`src/rtl/rs232_pkg.sv`:
```
`default_nettype none
// ============================================================================
// Package     : rs232_pkg
// Description : Definitions shared by the RS232 transmitter and receiver.
//               - baud_count(): clocks per bit, rounded to the nearest integer
//                 so both directions derive the same bit period.
//               - rx_state_e : receiver state encoding.
// Ports       : none (package)
// Revision    : 1.0 - initial release
// ============================================================================
package rs232_pkg;

  typedef enum logic [2:0] {
    WAIT_HIGH = 3'd0,
    IDLE      = 3'd1,
    START     = 3'd2,
    DATA      = 3'd3,
    STOP      = 3'd4
  } rx_state_e;

  // Clocks per bit. int'() rounds to nearest, matching integer(real).
  function automatic int baud_count(input real clock_freq, input real baud_rate);
    return int'(clock_freq / baud_rate);
  endfunction

endpackage
`default_nettype wire

```
`src/rtl/rs232_to_axis_if.sv`:
```
`default_nettype none
// ============================================================================
// Interface   : rs232_to_axis_if
// Description : Byte-wide AXI-stream link from the RS232 receiver to the
//               downstream consumer.
// Signals     : odata  - byte (master -> slave)
//               ovalid - byte valid (master -> slave)
//               oready - consumer ready (slave -> master)
// Revision    : 1.0 - initial release
// ============================================================================
interface rs232_to_axis_if;
  logic [7:0] odata;
  logic       ovalid;
  logic       oready;

  modport master (output odata, output ovalid, input oready);
  modport slave  (input odata, input ovalid, output oready);
endinterface
`default_nettype wire

```
`src/rtl/axis_fifo_sync.sv`:
```
`default_nettype none
// ============================================================================
// Module      : axis_fifo_sync
// Description : Synchronous FIFO with a registered first-word-fall-through
//               AXI-stream output. DEPTH must be a power of two.
//               A push into a full FIFO is accepted only when a pop happens
//               in the same cycle.
// Ports       : clock, reset      - clock, synchronous active-high reset
//               in_data_i/valid_i/ready_o   - write side (AXI-stream)
//               out_data_o/valid_o/ready_i  - read side (AXI-stream)
//               count_o           - registered occupancy
// Revision    : 1.0 - initial release
// ============================================================================
module axis_fifo_sync #(
  parameter int WIDTH = 8,
  parameter int DEPTH = 4
) (
  input  logic                       clock,
  input  logic                       reset,
  input  logic [WIDTH-1:0]           in_data_i,
  input  logic                       in_valid_i,
  output logic                       in_ready_o,
  output logic [WIDTH-1:0]           out_data_o,
  output logic                       out_valid_o,
  input  logic                       out_ready_i,
  output logic [$clog2(DEPTH+1)-1:0] count_o
);

  localparam int AW = $clog2(DEPTH);
  localparam int CW = $clog2(DEPTH + 1);

  logic [WIDTH-1:0] mem_q [DEPTH];
  logic [AW-1:0]    rd_ptr_q, rd_ptr_d;
  logic [AW-1:0]    wr_ptr_q, wr_ptr_d;
  logic [CW-1:0]    count_q, count_d;
  logic [WIDTH-1:0] out_data_q, out_data_d;
  logic             out_valid_q, out_valid_d;
  logic             pop, push, full;

  assign pop        = out_valid_q && out_ready_i;
  assign full       = (count_q == CW'(DEPTH));
  assign in_ready_o = !full || pop;
  assign push       = in_valid_i && in_ready_o;

  always_comb begin
    rd_ptr_d = pop  ? rd_ptr_q + AW'(1) : rd_ptr_q;
    wr_ptr_d = push ? wr_ptr_q + AW'(1) : wr_ptr_q;
    count_d  = count_q;
    if (push && !pop) begin
      count_d = count_q + CW'(1);
    end else if (!push && pop) begin
      count_d = count_q - CW'(1);
    end
    out_valid_d = (count_d != '0);
    // Next head word: bypass the incoming byte when it lands in the head slot
    // (push into an empty FIFO, or the pop drains to exactly the new word).
    if (push && (wr_ptr_q == rd_ptr_d)) begin
      out_data_d = in_data_i;
    end else begin
      out_data_d = mem_q[rd_ptr_d];
    end
  end

  always_ff @(posedge clock) begin
    if (reset) begin
      rd_ptr_q    <= '0;
      wr_ptr_q    <= '0;
      count_q     <= '0;
      out_data_q  <= '0;
      out_valid_q <= 1'b0;
    end else begin
      rd_ptr_q    <= rd_ptr_d;
      wr_ptr_q    <= wr_ptr_d;
      count_q     <= count_d;
      out_data_q  <= out_data_d;
      out_valid_q <= out_valid_d;
    end
  end

  // Storage needs no reset: a word is only read after it has been written.
  always_ff @(posedge clock) begin
    if (push) begin
      mem_q[wr_ptr_q] <= in_data_i;
    end
  end

  assign out_data_o  = out_data_q;
  assign out_valid_o = out_valid_q;
  assign count_o     = count_q;

endmodule
`default_nettype wire

```
`src/rtl/rs232_to_axis.sv`:
```
`default_nettype none
// ============================================================================
// Module      : rs232_to_axis
// Description : RS232 8N1 receiver (LSB first) with AXI-stream byte output,
//               a small receive FIFO and RTSn hardware flow control.
// Ports       : clock, reset   - clock, synchronous active-high reset
//               rxd_pin        - serial data in (remote TXD)
//               rtsn_pin       - request-to-send, active low (remote CTSn)
//               axis (master)  - odata / ovalid / oready byte stream
//               frame_error    - 1-cycle pulse, stop bit sampled 0
//               overrun_error  - 1-cycle pulse, good byte dropped (FIFO full)
// Revision    : 1.0 - initial release
// ============================================================================
module rs232_to_axis
  import rs232_pkg::*;
#(
  parameter real CLOCK_FREQ = 133000000.0,
  parameter real BAUD_RATE  = 115200.0,
  parameter int  FIFO_DEPTH = 4
) (
  input  logic            clock,
  input  logic            reset,
  input  logic            rxd_pin,
  output logic            rtsn_pin,
  rs232_to_axis_if.master axis,
  output logic            frame_error,
  output logic            overrun_error
);

  localparam int BAUD_COUNT = baud_count(CLOCK_FREQ, BAUD_RATE);
  localparam int HALF_COUNT = BAUD_COUNT / 2;
  localparam int TW         = $clog2(BAUD_COUNT + 1);
  localparam int CW         = $clog2(FIFO_DEPTH + 1);

  localparam logic [TW-1:0] BAUD_RELOAD = TW'(BAUD_COUNT - 1);
  localparam logic [TW-1:0] HALF_RELOAD = TW'(HALF_COUNT - 1);
  // Keep two slots free: the frame in flight plus one more the remote may
  // start before it notices CTSn going high.
  localparam logic [CW-1:0] RTS_LEVEL   = CW'(FIFO_DEPTH - 2);

  // Two-flop synchroniser on the asynchronous RXD pin.
  logic sync1_q, sync2_q;
  logic rxd_s;

  rx_state_e     state_q, state_d;
  logic [TW-1:0] timer_q, timer_d;
  logic [2:0]    bit_idx_q, bit_idx_d;
  logic [7:0]    shift_q, shift_d;
  logic          frame_error_q, frame_error_d;
  logic          overrun_error_q, overrun_error_d;
  logic          rtsn_q;

  logic          timer_expired;
  logic          push_req;
  logic          fifo_in_ready;
  logic          pop;
  logic [CW-1:0] fifo_count;
  logic [CW-1:0] count_next;

  assign rxd_s         = sync2_q;
  assign timer_expired = (timer_q == '0);

  always_ff @(posedge clock) begin
    if (reset) begin
      sync1_q <= 1'b0;
      sync2_q <= 1'b0;
    end else begin
      sync1_q <= rxd_pin;
      sync2_q <= sync1_q;
    end
  end

  // --------------------------------------------------------------------------
  // Receive FSM
  // --------------------------------------------------------------------------
  always_ff @(posedge clock) begin
    if (reset) begin
      state_q         <= WAIT_HIGH;
      timer_q         <= '0;
      bit_idx_q       <= '0;
      shift_q         <= '0;
      frame_error_q   <= 1'b0;
      overrun_error_q <= 1'b0;
    end else begin
      state_q         <= state_d;
      timer_q         <= timer_d;
      bit_idx_q       <= bit_idx_d;
      shift_q         <= shift_d;
      frame_error_q   <= frame_error_d;
      overrun_error_q <= overrun_error_d;
    end
  end

  always_comb begin
    state_d         = state_q;
    timer_d         = timer_expired ? timer_q : timer_q - TW'(1);
    bit_idx_d       = bit_idx_q;
    shift_d         = shift_q;
    push_req        = 1'b0;
    frame_error_d   = 1'b0;
    overrun_error_d = 1'b0;

    unique case (state_q)
      // Wait for an idle (high) line so a mid-frame reset or a break is
      // never mistaken for a start bit.
      WAIT_HIGH: begin
        if (rxd_s) begin
          state_d = IDLE;
        end
      end

      IDLE: begin
        if (!rxd_s) begin
          timer_d = HALF_RELOAD;
          state_d = START;
        end
      end

      // Middle of the start bit: a high line here was a glitch.
      START: begin
        if (timer_expired) begin
          if (!rxd_s) begin
            timer_d   = BAUD_RELOAD;
            bit_idx_d = '0;
            state_d   = DATA;
          end else begin
            state_d = IDLE;
          end
        end
      end

      DATA: begin
        if (timer_expired) begin
          shift_d   = {rxd_s, shift_q[7:1]};
          timer_d   = BAUD_RELOAD;
          bit_idx_d = bit_idx_q + 3'd1;
          if (bit_idx_q == 3'd7) begin
            state_d = STOP;
          end
        end
      end

      // Middle of the stop bit. Going back to IDLE here rather than at the
      // end of the bit leaves half a bit of slack for back-to-back frames.
      STOP: begin
        if (timer_expired) begin
          if (rxd_s) begin
            if (fifo_in_ready) begin
              push_req = 1'b1;
            end else begin
              overrun_error_d = 1'b1;
            end
            state_d = IDLE;
          end else begin
            frame_error_d = 1'b1;
            state_d       = WAIT_HIGH;
          end
        end
      end

      default: begin
        state_d = WAIT_HIGH;
      end
    endcase
  end

  // --------------------------------------------------------------------------
  // Receive buffer
  // --------------------------------------------------------------------------
  axis_fifo_sync #(
    .WIDTH (8),
    .DEPTH (FIFO_DEPTH)
  ) u_fifo (
    .clock       (clock),
    .reset       (reset),
    .in_data_i   (shift_q),
    .in_valid_i  (push_req),
    .in_ready_o  (fifo_in_ready),
    .out_data_o  (axis.odata),
    .out_valid_o (axis.ovalid),
    .out_ready_i (axis.oready),
    .count_o     (fifo_count)
  );

  // push_req is only raised when the FIFO can accept, so it is the push.
  assign pop = axis.ovalid && axis.oready;

  always_comb begin
    count_next = fifo_count;
    if (push_req && !pop) begin
      count_next = fifo_count + CW'(1);
    end else if (!push_req && pop) begin
      count_next = fifo_count - CW'(1);
    end
  end

  // Flow control looks at the occupancy after this cycle's transfers so
  // RTSn reacts in the same cycle the count changes.
  always_ff @(posedge clock) begin
    if (reset) begin
      rtsn_q <= 1'b1;
    end else begin
      rtsn_q <= (count_next >= RTS_LEVEL);
    end
  end

  assign rtsn_pin      = rtsn_q;
  assign frame_error   = frame_error_q;
  assign overrun_error = overrun_error_q;

endmodule
`default_nettype wire

```
`src/flat_wrapper.sv`:
```
// flat-port wrapper written by rule: the top's interface ports become plain ports
module rs232_to_axis_flat import rs232_pkg::*;
#(
  parameter real CLOCK_FREQ = 133000000.0,
  parameter real BAUD_RATE  = 115200.0,
  parameter int  FIFO_DEPTH = 4
)
  (clock, reset, rxd_pin, rtsn_pin, frame_error, overrun_error, axis_odata, axis_ovalid, axis_oready);
  rs232_to_axis_if axis_i ();
  input  logic clock;
  input  logic reset;
  input  logic rxd_pin;
  output logic rtsn_pin;
  output logic frame_error;
  output logic overrun_error;
  output wire logic [$bits(axis_i.odata)-1:0] axis_odata;
  output wire logic [$bits(axis_i.ovalid)-1:0] axis_ovalid;
  input wire logic [$bits(axis_i.oready)-1:0] axis_oready;
  assign axis_odata = axis_i.odata;
  assign axis_ovalid = axis_i.ovalid;
  assign axis_i.oready = axis_oready;
  rs232_to_axis #(.CLOCK_FREQ(CLOCK_FREQ), .BAUD_RATE(BAUD_RATE), .FIFO_DEPTH(FIFO_DEPTH)) u_core (.clock(clock), .reset(reset), .rxd_pin(rxd_pin), .rtsn_pin(rtsn_pin), .axis(axis_i), .frame_error(frame_error), .overrun_error(overrun_error));
endmodule
```
`config.mk`:
```
export PLATFORM = sky130hd
export DESIGN_NAME = rs232_to_axis_flat
export DESIGN_NICKNAME = d
export VERILOG_FILES = /design/src/rtl/rs232_pkg.sv /design/src/rtl/rs232_to_axis_if.sv /design/src/rtl/axis_fifo_sync.sv /design/src/rtl/rs232_to_axis.sv /design/src/flat_wrapper.sv
export SDC_FILE = /design/constraint.sdc
export NUM_CORES = 1
export LEC_CHECK = 0
export BUFFER_PORTS_ARGS = -buffer_cell sky130_fd_sc_hd__buf_4
export CORE_UTILIZATION = 55
export CTS_CLUSTER_SIZE = 14
export DETAILED_ROUTE_END_ITERATION = 10
export HOLD_SLACK_MARGIN = 0.12
export PLACE_DENSITY = 0.75
export RECOVER_POWER = 100
export REMOVE_ABC_BUFFERS = 1
export SLEW_MARGIN = 20
export SYNTH_ARGS = -nofsm -noshare
export SYNTH_HDL_FRONTEND = slang
export SYNTH_SLANG_ARGS = --single-unit
```
`constraint.sdc`:
```
create_clock -name clock -period 2 [get_ports clock]
set_input_delay 0.2 -clock clock [delete_from_list [all_inputs] [get_ports clock]]
set_output_delay 0.2 -clock clock [all_outputs]
set_load 0.02 [all_outputs]
```
==> report_table.html <==
<table>
<tr><th>Metric</th><th>Value</th></tr>
<tr><th colspan="2">Critical path</th></tr>
<tr><td>Worst path bufs/invs</td><td>3</td></tr>
<tr><td>Critical-path cell list</td><td>inv_2 &gt; ha_4 &gt; nor4b_4 &gt; and3_4 &gt; inv_6 &gt; a311oi_4 &gt; buf_6 &gt; nand3b_1 &gt; a21oi_1</td></tr>
<tr><td>Arrival time reported for the critical path endpoint</td><td>2.22 ns</td></tr>
<tr><td>Required @ worst endpoint</td><td>2.25 ns</td></tr>
<tr><td>Family with the most delay on the worst path</td><td>simple AND/OR/NAND/NOR gates</td></tr>
<tr><td>Slowest cell on the critical path</td><td>sky130_fd_sc_hd__a311oi_4</td></tr>
<tr><td>Critical path endpoint category</td><td>flip-flop</td></tr>
<tr><td>CP max stage delay</td><td>0.37 ns</td></tr>
<tr><td>Crit path kind</td><td>flip-flop to flip-flop</td></tr>
<tr><td>Startpoint kind of the worst setup timing path</td><td>flip-flop</td></tr>
<tr><td>Worst reg2reg setup slack</td><td>0.03 ns</td></tr>
<tr><td>Biggest fanout along the worst timing path</td><td>13</td></tr>
<tr><th colspan="2">Route</th></tr>
<tr><td>WL/cell</td><td>17.1 um</td></tr>
<tr><td>Total detailed-routing wirelength</td><td>8410 um</td></tr>
<tr><td>Number of vias after detailed routing</td><td>3018</td></tr>
<tr><td>Ratio of routed vias to standard cells</td><td>6.12</td></tr>
<tr><td>Number of remaining DRC errors</td><td>0</td></tr>
<tr><td>Number of search-and-repair iterations in the first detailed-routing pass</td><td>6</td></tr>
<tr><td>Count of antenna-violating nets left after detailed routing</td><td>0</td></tr>
<tr><td>Violation count after the first detailed-routing iteration</td><td>191</td></tr>
<tr><th colspan="2">CTS</th></tr>
<tr><td>Clock root buffer</td><td>sky130_fd_sc_hd__clkbuf_8</td></tr>
<tr><td>Number of buffers added by the clock tree synthesis step</td><td>9</td></tr>
<tr><td>Clock network latency to the later pin of the worst-skew pair</td><td>0.37 ns</td></tr>
<tr><td>CTS tree</td><td>yes</td></tr>
<tr><td>Maximum level of the CTS H-tree</td><td>3</td></tr>
<tr><td>Clock-pin slew of the registers on the worst-case setup and hold paths</td><td>0.08 ns</td></tr>
<tr><td>Buffers from clock root to sink, at most</td><td>2</td></tr>
<tr><td>TritonCTS sink count</td><td>78</td></tr>
<tr><th colspan="2">Cells and area</th></tr>
<tr><td>Antenna cell count</td><td>0</td></tr>
<tr><td>Utilization after layout</td><td>67.4%</td></tr>
<tr><td>Layout net count</td><td>427</td></tr>
<tr><td>Summed area of non-filler cells in the final layout</td><td>4360 um2</td></tr>
<tr><td>Share of final-layout standard cells stronger than drive strength 1</td><td>20.4%</td></tr>
<tr><td>Area added between synthesis and finish</td><td>15.9%</td></tr>
<tr><th colspan="2">Placement</th></tr>
<tr><td>Pre-CTS worst setup slack</td><td>0.0130 ns</td></tr>
<tr><td>Final weighted congestion in routability-driven placement</td><td>0.836</td></tr>
<tr><td>Placed inst area</td><td>4080 um2</td></tr>
<tr><td>Post-DP HPWL</td><td>5140 um</td></tr>
<tr><td>Total of buffers placed on input and output ports</td><td>15</td></tr>
<tr><th colspan="2">Logic synthesis</th></tr>
<tr><td>Synth top cells by count</td><td>46 x sky130_fd_sc_hd__dfxtp_1, 41 x sky130_fd_sc_hd__nand2_1, 34 x sky130_fd_sc_hd__a21oi_1</td></tr>
<tr><td>Gate count after technology mapping</td><td>380</td></tr>
<tr><td>Syn Area/Cell</td><td>9.89 um2</td></tr>
<tr><td>Sequential element share of the synthesized area</td><td>50.1%</td></tr>
<tr><td>Number of flip-flops and latches in the synthesized netlist</td><td>78</td></tr>
<tr><td>Cell accounting for the most synthesized area</td><td>sky130_fd_sc_hd__edfxtp_1</td></tr>
<tr><td>Fraction of synthesis flops using an asynchronous set or reset pin</td><td>0%</td></tr>
<tr><td>Cell with the most instances after synthesis</td><td>sky130_fd_sc_hd__dfxtp_1</td></tr>
<tr><td>Top FF cell, synth</td><td>sky130_fd_sc_hd__dfxtp_1</td></tr>
<tr><td>Yosys warning count</td><td>0</td></tr>
<tr><td>Largest cells by area after synthesis</td><td>sky130_fd_sc_hd__edfxtp_1 26%, sky130_fd_sc_hd__dfxtp_1 25%, sky130_fd_sc_hd__a21oi_1 4.5%, sky130_fd_sc_hd__nand2_1 4.1%, sky130_fd_sc_hd__ha_1 4.0%</td></tr>
<tr><td>Cell area after synthesis</td><td>3760 um2</td></tr>
<tr><td>Post-synth EDFFs</td><td>32</td></tr>
<tr><td>Yosys top cell area share</td><td>25.6%</td></tr>
<tr><td>Unique masters post-synth</td><td>54</td></tr>
<tr><th colspan="2">Global routing</th></tr>
<tr><td>Via count of the first global-routing pass</td><td>2858</td></tr>
<tr><td>Pin count of the biggest net entering global routing</td><td>34</td></tr>
<tr><td>GRT Resource Usage Total</td><td>24.4%</td></tr>
<tr><td>Initial antenna violation count</td><td>0</td></tr>
<tr><td>Global-route wire length before repair</td><td>13400 um</td></tr>
<tr><td>Global route total overflow</td><td>0</td></tr>
<tr><th colspan="2">Timing</th></tr>
<tr><td>Transition time of the tightest slew-check pin</td><td>0.536 ns</td></tr>
<tr><td>Hold Fails Final Rpt</td><td>0</td></tr>
<tr><td>Post-route worst setup slack</td><td>0.0304 ns</td></tr>
<tr><td>Skew final</td><td>0.00823 ns</td></tr>
<tr><td>Worst slew margin relative to its limit</td><td>63.4%</td></tr>
<tr><td>Fmax</td><td>0.508 GHz</td></tr>
<tr><td>Min Clock Period, post-route</td><td>1.97 ns</td></tr>
<tr><td>Fin. max-slew vios</td><td>0</td></tr>
<tr><td>Final setup violation count</td><td>0</td></tr>
<tr><td>Unrepaired setup endpoints after global routing</td><td>yes</td></tr>
<tr><td>Final Cycle Share</td><td>98.5%</td></tr>
<tr><td>Min Hold Slack</td><td>0.136 ns</td></tr>
<tr><th colspan="2">Floorplan</th></tr>
<tr><td>Die footprint</td><td>7170 um2</td></tr>
<tr><td>Die Y</td><td>84.7 um</td></tr>
<tr><td>Die width</td><td>84.7 um</td></tr>
<tr><td>Core Footprint</td><td>6460 um2</td></tr>
<tr><td>Initial cell density of the core</td><td>58.2%</td></tr>
<tr><td>Number of standard-cell rows in the floorplan</td><td>29</td></tr>
<tr><td>Count of boundary I/O pins</td><td>16</td></tr>
<tr><th colspan="2">Job</th></tr>
<tr><td>Maxcap violations</td><td>0</td></tr>
<tr><th colspan="2">Power</th></tr>
<tr><td>Design Power</td><td>5.34 mW</td></tr>
<tr><td>Worst voltage drop across the vdd grid</td><td>0.000863 V</td></tr>
<tr><td>P_leak</td><td>1.61 nW</td></tr>
<tr><td>Cell area power density</td><td>1230 nW/um2</td></tr>
<tr><th colspan="2">Hold path</th></tr>
<tr><td>Class of the tightest hold or removal check</td><td>primary input to flip-flop</td></tr>
<tr><th colspan="2">Status</th></tr>
<tr><td>Run status</td><td>complete, no violations</td></tr>
</table>
## report_power, final
group          leakage (nW)  switching (mW)  total (mW)  internal (mW)
logic                 0.835            1.21        2.13          0.925
clock network         0.101           0.624        1.20          0.580
registers             0.674           0.159        2.00           1.84
total                  1.61            1.99        5.34           3.35
## logic make-up after synthesis
logic type               after synthesis  synth area share, %
AO/OA/AOI/OAI                         97                 16.6
buffers and inverters                 39                 4.59
AND/OR/NAND/NOR                      135                 19.7
XOR/XNOR                               9                 2.10
flip-flops                            78                 50.1
adder cells (fa/ha/maj)               12                 3.99
multiplexers                          10                 2.93
## registers in the layout, summed over array words and instances (netlist names), 2 cells and up
name and cells:
u_core.bit_idx_q 3, u_core.shift_q 8, u_core.state_q 3, u_core.timer_q 11
u_core.u_fifo.count_o 3, u_core.u_fifo.mem_q 32, u_core.u_fifo.out_data_o 8, u_core.u_fifo.rd_ptr_q 2
u_core.u_fifo.wr_ptr_q 2
## layout by cell type, fill, tap and decap left out, drive strengths merged, types with 2 or more instances in the layout
master / instances
nor4b: 2
xnor2: 6
a32oi: 2
nand3: 6
o211ai: 2
nand2b: 2
o21ai: 20
o22ai: 8
a311o: 2
mux2: 8
nor3: 15
nand4: 2
nor2b: 5
a2111oi: 2
edfxtp: 32
nor4: 4
or4b: 2
a31oi: 2
o221ai: 9
ha: 12
a211oi: 4
mux2i: 2
buf: 43
clkbuf: 10
nand3b: 10
dfxtp: 46
xor2: 3
inv: 15
nand2: 41
nor3b: 8
clkinv: 5
a21oi: 34
and3: 5
or4: 2
a221oi: 2
a21o: 4
nor2: 27
## worst paths after layout
| kind | start | endpoint | depth (start not counted) |
|---|---|---|---|
| max | u_core.timer_q[1]$_SDFF_PP0_ | u_core.u_fifo.out_data_o[3]$_SDFF_PP0_ | 9 |
| min | reset | u_core.u_fifo.out_data_o[1]$_SDFF_PP0_ | 2 |
| max reg2reg | u_core.timer_q[1]$_SDFF_PP0_ | u_core.u_fifo.out_data_o[3]$_SDFF_PP0_ | 9 |
| min reg2reg | u_core.sync1_q$_SDFF_PP0_ | u_core.rxd_s$_SDFF_PP0_ | 1 |
## area by class of cell
cell class,count,area [um2]
repair buffers,45,373
inverters,14,57.6
fillers,500,2100
well taps,77,96.3
multi-input cells,263,1750
clock buffers,9,124
clock inverters,7,73.8
flip-flops and latches,78,1880
## timing repair
item,CTS,global route
endpoints found under the setup margin,1,45
cloned,0,1
pin swaps,0,2
hold endpoints to repair,1,0
hold buffers,1,0
gates resized for setup,1,17
buffers inserted,0,1
## layer usage
layer  vias to the layer above  GRT usage (%)  share of wire [%]
li1                       1464              -                  -
met1                      1453           29.7                 42
met2                        85           42.4                 50
met3                        16           3.64                4.8
met4                         0           12.0                2.5
met5                         -              0                  0
## per-stage QoR
step / std cells / setup TNS [ns]
6_report: 493 / 0
5_1_grt: 493 / -0.326
4_1_cts: 491 / 0
3_5_place_dp: 474 / 0
3_3_place_gp: 474 / 0
2_1_floorplan: 355 / -4.70
No activity file was read; power rests on OpenSTA's default activity.
